==> config.mk <==
export PLATFORM = sky130hd
export DESIGN_NAME = nrisc_ula
export DESIGN_NICKNAME = d
export VERILOG_FILES = /design/src/rtl/nrisc_ula.sv
export SDC_FILE = /design/constraint.sdc
export NUM_CORES = 1
export LEC_CHECK = 0
export CAP_MARGIN = 10
export CORE_UTILIZATION = 60
export DETAILED_ROUTE_END_ITERATION = 8
export PLACE_DENSITY = 0.84
export SETUP_SLACK_MARGIN = 0.3
export SLEW_MARGIN = 0
export SYNTH_ARGS = -nofsm -noshare
export SYNTH_HDL_FRONTEND = slang
export SYNTH_SLANG_ARGS = --single-unit
==> constraint.sdc <==
create_clock -name vclk -period 8.6
set_clock_uncertainty 0.1 [all_clocks]
set_input_delay 1.72 -clock vclk [all_inputs]
set_output_delay 1.72 -clock vclk [all_outputs]
set_load 0.01 [all_outputs]
==> src/rtl/nrisc_ula.sv <==
// nrisc_ula: combinational 16-bit ALU of the NRISC datapath, ten operations, {N, reserved, C} flags.
// Optional rotate support (RTR/RTL) is enabled by defining NRISC_ULA_ROTATE_EN.
module nrisc_ula #(
  parameter int TAM = 16
) (
  input  logic           clk,
  input  logic           rst,
  input  logic [TAM-1:0] ULA_A,
  input  logic [TAM-1:0] ULA_B,
  input  logic [3:0]     ULA_ctrl,
  input  logic           incdec,
  input  logic           cmp2,
  output logic [TAM-1:0] ULA_OUT,
  output logic [2:0]     ULA_flags
);

  localparam logic [3:0] OP_ADD = 4'b0000;
  localparam logic [3:0] OP_SUB = 4'b0001;
  localparam logic [3:0] OP_AND = 4'b0010;
  localparam logic [3:0] OP_OR  = 4'b0011;
  localparam logic [3:0] OP_XOR = 4'b0100;
  localparam logic [3:0] OP_SHR = 4'b0101;
  localparam logic [3:0] OP_SHL = 4'b0110;
  localparam logic [3:0] OP_NOT = 4'b0111;
  localparam logic [3:0] OP_RTR = 4'b1101;
  localparam logic [3:0] OP_RTL = 4'b1110;

  // Flag bit 1 is reserved and tied low.
  function automatic logic [2:0] pack_flags(input logic n, input logic c);
    return {n, 1'b0, c};
  endfunction

  logic [TAM-1:0] b_eff;
  logic [TAM:0]   sum_ext;
  logic [TAM:0]   diff_ext;
  logic [TAM:0]   sum_raw;

  // clk and rst are interface-only ports; the block holds no state.
  logic unused_ports;
  assign unused_ports = clk ^ rst;

  // Sign-extended adders; sum_raw ignores incdec and feeds the AND carry flag.
  always_comb begin
    b_eff    = incdec ? {{(TAM-1){1'b0}}, 1'b1} : ULA_B;
    sum_ext  = {ULA_A[TAM-1], ULA_A} + {b_eff[TAM-1], b_eff};
    diff_ext = {ULA_A[TAM-1], ULA_A} - {b_eff[TAM-1], b_eff};
    sum_raw  = {ULA_A[TAM-1], ULA_A} + {ULA_B[TAM-1], ULA_B};
  end

  // Operation select and flag generation.
  always_comb begin
    ULA_OUT   = {TAM{1'b0}};
    ULA_flags = 3'b000;
    case (ULA_ctrl)
      OP_ADD: begin
        ULA_OUT   = sum_ext[TAM-1:0];
        ULA_flags = pack_flags(sum_ext[TAM-1], sum_ext[TAM]);
      end
      OP_SUB: begin
        if (cmp2) begin
          ULA_OUT = ULA_A;
        end else begin
          ULA_OUT = diff_ext[TAM-1:0];
        end
        ULA_flags = pack_flags(diff_ext[TAM-1], diff_ext[TAM]);
      end
      OP_AND: begin
        ULA_OUT   = ULA_A & ULA_B;
        ULA_flags = pack_flags(1'b0, sum_raw[TAM]);
      end
      OP_OR: begin
        ULA_OUT   = ULA_A | ULA_B;
        ULA_flags = 3'b000;
      end
      OP_XOR: begin
        ULA_OUT   = ULA_A ^ ULA_B;
        ULA_flags = 3'b000;
      end
      OP_SHR: begin
        ULA_OUT   = {1'b0, ULA_A[TAM-1:1]};
        ULA_flags = pack_flags(1'b0, ULA_A[0]);
      end
      OP_SHL: begin
        ULA_OUT   = {ULA_A[TAM-2:0], 1'b0};
        ULA_flags = pack_flags(1'b0, ULA_A[TAM-1]);
      end
      OP_NOT: begin
        ULA_OUT   = ~ULA_A;
        ULA_flags = 3'b000;
      end
`ifdef NRISC_ULA_ROTATE_EN
      OP_RTR: begin
        ULA_OUT   = {ULA_A[0], ULA_A[TAM-1:1]};
        ULA_flags = 3'b000;
      end
      OP_RTL: begin
        ULA_OUT   = {ULA_A[TAM-2:0], ULA_A[TAM-1]};
        ULA_flags = 3'b000;
      end
`endif
      default: begin
        ULA_OUT   = {TAM{1'b0}};
        ULA_flags = 3'b000;
      end
    endcase
  end

endmodule

# After elaboration in Yosys (flattened, before gate mapping)
# Cells that the tools add are included.
# classes
add_sub_neg	3
n_eq_ne	7
mux	4
n_bitwise	4
n_reduce_logical	1
# op_table
op	n
one-hot mux 16 bit (8 select lines)	1
adder 16 x 16 -> 17 bit	2
2-to-1 mux 16 bit	2
subtractor 16 x 16 -> 17 bit	1
AND 16 bit	1
== test 4 x 3 -> 1 bit, second input constant	4
NOT 16 bit	1
OR 16 bit	1
bitwise XOR 16 bit	1
one-hot mux 3 bit (5 select lines)	1
== test 4 x 2 -> 1 bit, second input constant	2
== test 4 x 1 -> 1 bit, second input constant	1
zero test 4 bit	1
# word_totals
ff_bits	0
input_bits	40
out_inout_bits	19
elab_cells	19

# Depth between registers and ports, before layout
# Gate-level depths: netlist of the first run.
# depth
word_depth	4
ltp_mapped	11
mapped_depth_nobuf	10

# Least setup slack after synthesis of the first run
# No wires, ideal clock.
# synth_timing
path_type	input to output
from	in incdec
to	out ULA_flags[0]
arrival_ps	4133
required_time_ps	6780
slack_ps	2647
cell_stages	9
n_path_buf	1
path_cell_list	clkbuf_1 > or2_2 > ha_1 > fa_1 > nand3b_1 > a211oi_1 > o41a_1 > a41oi_1 > or4b_1
# synth_via
elab_chain_cells	3
word_cells_on_any_way	4
classes_between	2 x add/sub; 2 x mux
# synth_rtl
item	line	text
from (decl)	11	input logic incdec,
2-to-1 mux 16 bit *	44	b_eff = incdec ? {{(TAM-1){1'b0}}, 1'b1} : ULA_B;
subtractor 16 x 16 -> 17 bit or adder 16 x 16 -> 17 bit (tied branches)	46, 45	
one-hot mux 3 bit (5 select lines) *	54	case (ULA_ctrl)
to (decl)	14	output logic [2:0] ULA_flags
# Every way passes the cells marked *; elsewhere a longest branch is shown, timed or not.

# Worst setup path in the final report of the first run
# Same ends and word-level chain as after synthesis.

==> results of run 1 <==
-- kinds of logic after synthesis --
| family | share of synthesized area [%] |
|---|---|
| AOI/OAI and AO/OA | 32.43 |
| and+or+nand+nor | 23.26 |
| buffers and inverters | 10.58 |
| adders and majority gates | 24.50 |
| muxes | 6.091 |
| xor gates and xnor gates | 3.046 |
| other | 0.1003 |
-- tightest hold or removal path, delay by kind of cell --
| family | cells | cell delay, ps |
|---|---|---|
| buf+inv | 2 | 940 |
| simple gates | 2 | 120 |
| fa+ha+maj | 1 | 230 |
-- stage by stage --
stage / total power [mW] / cell area [um2] / util (%) / cells
after floorplan: 0.1678 / 3739 / - / 540
after global placement: 0.2486 / 4267 / 71.64 / 643
after detailed placement: 0.2540 / 4267 / 71.64 / 643
after CTS: 0.2555 / 4267 / 71.64 / 643
after global routing: 0.2830 / 4267 / 71.64 / 643
final: 0.2606 / 4267 / 71.64 / 643
-- per-layer routing --
metal	share of wire, %	wire length, um	track usage [%]
met4	2.8	342	15.36
met2	47	5743	63.78
met5	0	0	0
met1	42	5065	49.47
met3	8.3	1010	2.022
-- path summary, 6_finish.rpt --
| path | from | endpoint | slack (ps) | depth (start not counted) |
|---|---|---|---|---|
| min | ULA_B[0] | ULA_OUT[0] | 4640 | 5 |
| max | incdec | ULA_flags[0] | 1000 | 10 |
-- synthesized netlist by cell type, types with 10 or more instances --
cell / n / area (um2)
ha_1: 70 / 875.8
inv_1: 62 / 232.7
nand2_1: 50 / 187.7
a21oi_1: 34 / 170.2
nor2_1: 32 / 120.1
o21ai_0: 29 / 145.1
nand2b_1: 24 / 150.1
buf_2: 16 / 80.08
mux2i_1: 16 / 160.2
nand3_1: 12 / 60.06
a21o_1: 11 / 82.58
nor2b_1: 11 / 68.82
xnor2_1: 11 / 96.34
clkbuf_1: 10 / 37.54
nor3_1: 10 / 50.05
o221ai_1: 10 / 87.58
-- layout make-up --
type               count  share of cell area [%]
inverters             62                   5.455
well taps             75                   2.199
repair buffers        60                   13.84
multi-input cells    446                   78.50
-- cells in the final DEF (no fill, tap or decap), types with 12 or more instances in the layout --
cell type | netlist | layout
nor2_1 | 32 | 32
nand2_1 | 50 | 50
o21ai_0 | 29 | 29
inv_1 | 62 | 62
nand2b_1 | 24 | 24
nand3_1 | 12 | 12
a21oi_1 | 34 | 34
mux2i_1 | 16 | 16
clkdlybuf4s50_1 | 0 | 56
ha_1 | 70 | 70
-- power by group through the flow --
| stage | Clock [mW] | Sequential (mW) | Combinational, mW |
|---|---|---|---|
| 6_report | 0 | 0 | 0.261 |
| 5_1_grt | 0 | 0 | 0.283 |
| 4_1_cts | 0 | 0 | 0.256 |
| 3_5_place_dp | 0 | 0 | 0.254 |
| 3_3_place_gp | 0 | 0 | 0.249 |
| 2_1_floorplan | 0 | 0 | 0.168 |
==> summary.txt, run 1 <==
Power
  • Switching power: 145.7 uW
  • PD cells: 61.09 nW/um2
  • Peak supply drop: 0.03661 mV
  • Seq pwr share: 0%
  • Sw Share: 55.89%
  • Leak: 1.973 nW
  • Power share of the clock group: 0%
  • Pint: 115.0 uW
  • Combinational share of power: 100.0%

Global route
  • Largest net degree at the start of global routing: 22
  • Initial antenna violation count: 0
  • Vias in the first global route: 3914
  • First-pass GRT wire length: 19.42 mm
  • Grt total ovfl: 0
  • GRT Total Usage: 37.69%

Finish
  • Final Net Count: 682
  • Sequential cells: 0
  • # fillers: 524
  • FF+latch area: 0 um2
  • Multi-input logic area: 3349 um2
  • Synth-to-layout area growth: 14.12%
  • Antenna diodes: 0
  • Fraction of layout cells with a size suffix above 1: 4.754%
  • Clkbuf count: 0

Route
  • DRT antenna net count: 0
  • DRT Wirelength: 12.16 mm
  • DR vias: 4335
  • Vias per std cell: 6.742
  • Initial DRC Count: 445
  • Drt pass-1 iters: 6
  • Routed wire length per instance: 18.91 um
  • DRC viols: 0

Setup path
  • WS Path Type: input pin to primary output
  • Critical path required time: 6780 ps
  • Worst path top cell family by delay: simple AND/OR/NAND/NOR gates
  • Worst setup EP type: primary output
  • Cell Chain, Critical Path: clkdlybuf4s50_1 > or2_2 > ha_1 > fa_1 > nand3b_1 > a211oi_1 > o41a_1 > a41oi_1 > or4b_1 > clkdlybuf4s50_1
  • Max incr delay on CP: 770 ps
  • Worst Path Buf+Inv: 2
  • Slowest CP cell: clkdlybuf4s50_1
  • Worst setup SP type: input pin
  • Crit-path max FO: 16
  • Critical Path AT: 5780 ps
  • Most numerous cell on the critical path: clkdlybuf4s50_1

Die
  • Row cnt: 28
  • Starting Density: 62.77%
  • I/O Pins: 59
  • Die footprint: 6550 um2
  • DIE HEIGHT: 80.94 um
  • Core area: 5956 um2
  • Die X-Extent: 80.94 um

Clock network
  • Post_cts resized: 0
  • Hold buffers post-CTS: 0
  • # Post-CTS Setup Buffers: 0

Logic synthesis
  • Synth Cell Area: 3739 um2
  • Post-Syn Area per Cell: 6.923 um2
  • Yosys synthesis warning count: 0
  • Netlist cell types: 71
  • Syn Inst Count: 540
  • Synth Net Count: 652
  • Post-synthesis sequential area ratio: 0%

Status
  • Status: completed

STA
  • Final setup viols: 0
  • Slew @ Worst Pin: 904.2 ps
  • Hold slack final: 4636 ps
  • Setup_tns: 0 ps
  • Final count of pins violating max slew: 0
  • Fin crit share: 88.37%
  • Final-report hold violation count: 0
  • F_max: 131.6 MHz
  • Slew headroom: 39.22%
  • RSZ-0062 raised after global routing: false
  • Crit path time final: 7600 ps
  • Setup WS post-layout: 1000 ps

Placement
  • Setup WS pre-CTS: 1092 ps
  • PortBufs: 56
  • HPWL after DPL: 9.458 mm
  • GPL Wtd Cong: 0.9436

Hold path
  • Worst min path class: input pin to primary output

Flow run
  • Max-Cap Viols: 0
Note: power is estimated with default switching activity, not from simulation.
==> run 2, diff against run 1 <==
--- a/config.mk
+++ b/config.mk
@@ -6,6 +6,7 @@
 export NUM_CORES = 1
 export LEC_CHECK = 0
 export CAP_MARGIN = 10
+export CORE_MARGIN = 3
 export CORE_UTILIZATION = 60
 export DETAILED_ROUTE_END_ITERATION = 8
 export PLACE_DENSITY = 0.84
==> summary.txt, run 2 (same netlist as run 1, synthesis figures left out) <==
Route
  • DRC viols: 0
  • DR vias: 4246
  • Initial DRC Count: 378
  • Routed wire length per instance: 18.87 um
  • DRT Wirelength: 12.13 mm
  • Drt pass-1 iters: 5
  • DRT antenna net count: 0
  • Vias per std cell: 6.603

STA
  • Fin crit share: 87.76%
  • Setup_tns: 0 ps
  • Hold slack final: 4629 ps
  • Setup WS post-layout: 1053 ps
  • Crit path time final: 7547 ps
  • Final-report hold violation count: 0
  • RSZ-0062 raised after global routing: false
  • F_max: 132.5 MHz
  • Slew @ Worst Pin: 862.9 ps
  • Slew headroom: 42.29%
  • Final setup viols: 0
  • Final count of pins violating max slew: 0

Placement
  • HPWL after DPL: 9.586 mm
  • Placed Area: 4267 um2
  • GPL Wtd Cong: 0.9964
  • Post-placement cell count: 643
  • Setup WS pre-CTS: 1144 ps
  • PortBufs: 56

Power
  • Peak supply drop: 0.04577 mV
  • Leak: 1.973 nW
  • PD cells: 61.09 nW/um2
  • Pwr Total: 260.6 uW

Die
  • Row cnt: 28
  • I/O Pins: 59
  • DIE HEIGHT: 84.94 um
  • Core area: 5991 um2
  • Die footprint: 7214 um2
  • Starting Density: 62.41%
  • Die X-Extent: 84.94 um

Finish
  • Commonest non-fill, non-tap cell in the layout: ha_1
  • Clkbuf count: 0
  • Antenna diodes: 0
  • Non-filler instance count after layout: 643
  • Sequential cells: 0
  • Final Net Count: 682
  • Fraction of layout cells with a size suffix above 1: 4.754%
  • Cell area after layout: 4267 um2
  • Post-route core utilization: 71.22%
  • FF+latch area: 0 um2
  • Synth-to-layout area growth: 14.12%
  • Leading cell types in the layout, fill and taps excluded: 70 x ha_1, 62 x inv_1, 56 x clkdlybuf4s50_1

Global route
  • Grt total ovfl: 0
  • Largest net degree at the start of global routing: 29
  • Initial antenna violation count: 0
  • First-pass GRT wire length: 19.73 mm
  • Vias in the first global route: 3977
  • GRT Total Usage: 33.00%

Setup path
  • Worst setup SP type: input pin
  • Crit-path max FO: 16
  • Worst setup EP type: primary output
  • Critical Path AT: 5730 ps
  • WS Path Type: input pin to primary output
  • Critical path required time: 6780 ps

Hold path
  • Worst min path class: input pin to primary output

Clock network
  • Post_cts resized: 0
  • # Post-CTS Setup Buffers: 0
  • Hold buffers post-CTS: 0

Status
  • Status: completed

Flow run
  • Max-Cap Viols: 0
run 2: layout make-up:
cell class / instances / area (um2)
repair buffers: 60 / 590.6
fillers: 538 / 1724
inverters: 62 / 232.7
multi-input cells: 446 / 3349
well taps: 75 / 93.84
run 2: critical path: stages:
cell and delay, ps:
clkdlybuf4s50_1 710, or2_2 470, ha_1 230, fa_1 410, nand3b_1 280, a211oi_1 370, o41a_1 330, a41oi_1 170
or4b_1 540, clkdlybuf4s50_1 490
run 2: path summary, 6_finish.rpt:
| kind | startpoint | end | slack [ps] | depth (start not counted) |
|---|---|---|---|---|
| min | ULA_B[0] | ULA_OUT[0] | 4630 | 5 |
| max | incdec | ULA_flags[0] | 1050 | 10 |
run 2: power breakdown:
part | switching (mW) | total, mW | leakage [nW] | internal (mW)
Clock | 0 | 0 | 0 | 0
Combinational | 0.146 | 0.261 | 1.97 | 0.115
Sequential | 0 | 0 | 0 | 0
Total | 0.146 | 0.261 | 1.97 | 0.115
run 2: routing by layer:
metal,vias to the layer above,track usage (%),share of wire [%]
li1,2019,-,-
met5,-,0,0
met3,40,1.553,6.7
met1,1966,45.81,43
met4,0,12.81,4.5
met2,221,53.74,45
==> run 3, diff against run 2 <==
--- a/config.mk
+++ b/config.mk
@@ -7,9 +7,9 @@
 export LEC_CHECK = 0
 export CAP_MARGIN = 10
 export CORE_MARGIN = 3
-export CORE_UTILIZATION = 60
+export CORE_UTILIZATION = 50
 export DETAILED_ROUTE_END_ITERATION = 8
-export PLACE_DENSITY = 0.84
+export PLACE_DENSITY = 0.71
 export SETUP_SLACK_MARGIN = 0.3
 export SLEW_MARGIN = 0
 export SYNTH_ARGS = -nofsm -noshare
==> summary.txt, run 3 (same netlist as run 1, synthesis figures left out) <==
Route
  • DRT Wirelength: 12.41 mm
  • Drt pass-1 iters: 5
  • Routed wire length per instance: 18.69 um
  • DR vias: 4215
  • DRC viols: 0
  • Initial DRC Count: 343
  • DRT antenna net count: 0
  • Vias per std cell: 6.348

Global route
  • Grt total ovfl: 0
  • Met1 Resource Use GR: 37.20%
  • Met3 Resource Use GR: 1.543%
  • Vias in the first global route: 3946
  • Grt peak-use layer: met2
  • GRT Total Usage: 27.89%
  • Initial antenna violation count: 0
  • M2 GR Usage: 48.34%
  • First-pass GRT wire length: 19.79 mm
  • Largest net degree at the start of global routing: 31

STA
  • Setup_tns: 0 ps
  • Fin crit share: 87.06%
  • Final setup viols: 0
  • Hold slack final: 4578 ps
  • RSZ-0062 raised after global routing: false
  • Slew headroom: 38.63%
  • Final-report hold violation count: 0
  • F_max: 133.6 MHz
  • Slew @ Worst Pin: 917.6 ps
  • Crit path time final: 7487 ps
  • Final count of pins violating max slew: 0

Placement
  • GPL Wtd Cong: 0.9678
  • PortBufs: 56
  • HPWL after DPL: 9.761 mm

Hold path
  • Worst min path class: input pin to primary output
  • Worst Hold Launch: ULA_B[0]

Die
  • Die footprint: 8551 um2
  • Row cnt: 30
  • Starting Density: 53.26%
  • Die X-Extent: 92.47 um
  • DIE HEIGHT: 92.47 um
  • Core area: 7019 um2
  • I/O Pins: 59

Setup path
  • Worst setup EP type: primary output
  • Worst path top cell family by delay: simple AND/OR/NAND/NOR gates
  • Worst setup startpoint: incdec
  • Critical Path AT: 5670 ps
  • Cell Chain, Critical Path: clkdlybuf4s50_1 > or2_2 > ha_1 > fa_1 > nand3b_1 > a211oi_1 > o41a_1 > a41oi_1 > or4b_1 > clkdlybuf4s50_1
  • Max incr delay on CP: 690 ps
  • Slowest CP cell: clkdlybuf4s50_1
  • Most numerous cell on the critical path: clkdlybuf4s50_1
  • Worst Path Buf+Inv: 2
  • Worst setup SP type: input pin
  • WS Path Type: input pin to primary output
  • Critical path required time: 6780 ps
  • Crit-path max FO: 16

Clock network
  • # Post-CTS Setup Buffers: 0
  • Post_cts resized: 0
  • Hold buffers post-CTS: 0

Status
  • Status: completed

Finish
  • Antenna diodes: 0
  • Fraction of layout cells with a size suffix above 1: 4.754%
  • Final Net Count: 682
  • Leading cell types in the layout, fill and taps excluded: 70 x ha_1, 62 x inv_1, 56 x clkdlybuf4s50_1
  • Clkbuf count: 0
  • Commonest non-fill, non-tap cell in the layout: ha_1
  • Synth-to-layout area growth: 14.83%
  • Sequential cells: 0
  • FF+latch area: 0 um2

Power
  • Peak supply drop: 0.03716 mV
  • Leak: 1.973 nW
  • PD cells: 60.46 nW/um2

Flow run
  • Max-Cap Viols: 0
-- run 3: cell counts in the layout (fill, tap and decap cells not counted) --
No cell type changed its count.
-- run 3: path summary, 6_finish.rpt --
path / endpoint / slack [ps] / cells past startpoint
setup / recovery: ULA_flags[0] / 1110 / 10
hold / removal: ULA_OUT[0] / 4580 / 5
-- run 3: per-stage QoR --
step	instance area (um2)	util [%]	power (mW)	worst slack, ps	std cells
final	4293	61.16	0.2596	1113	664
after global routing	4293	61.16	0.2839	899.0	664
after CTS	4293	61.16	0.2558	1158	664
after detailed placement	4293	61.16	0.2546	1164	664
after global placement	4293	61.16	0.2503	1229	664
after floorplan	3739	-	0.1678	2647	540
-- run 3: cell type report --
cell class         instances  area, um2
repair buffers            60      590.6
well taps                 96      120.1
multi-input cells        446       3349
fillers                  695       2726
inverters                 62      232.7
-- run 3: power by group --
group          switching (mW)  internal (mW)
logic                   0.145          0.115
registers                   0              0
clock network               0              0
total                   0.145          0.115
-- run 3: per-layer routing --
metal  part of all wire, %  vias to the layer above  routed length, um
met5                     0                        -                  0
met1                    44                     1983               5460
met3                   6.2                       26                765
met2                    47                      188               5810
met4                   3.0                        0                373
li1                      -                     2018                  -
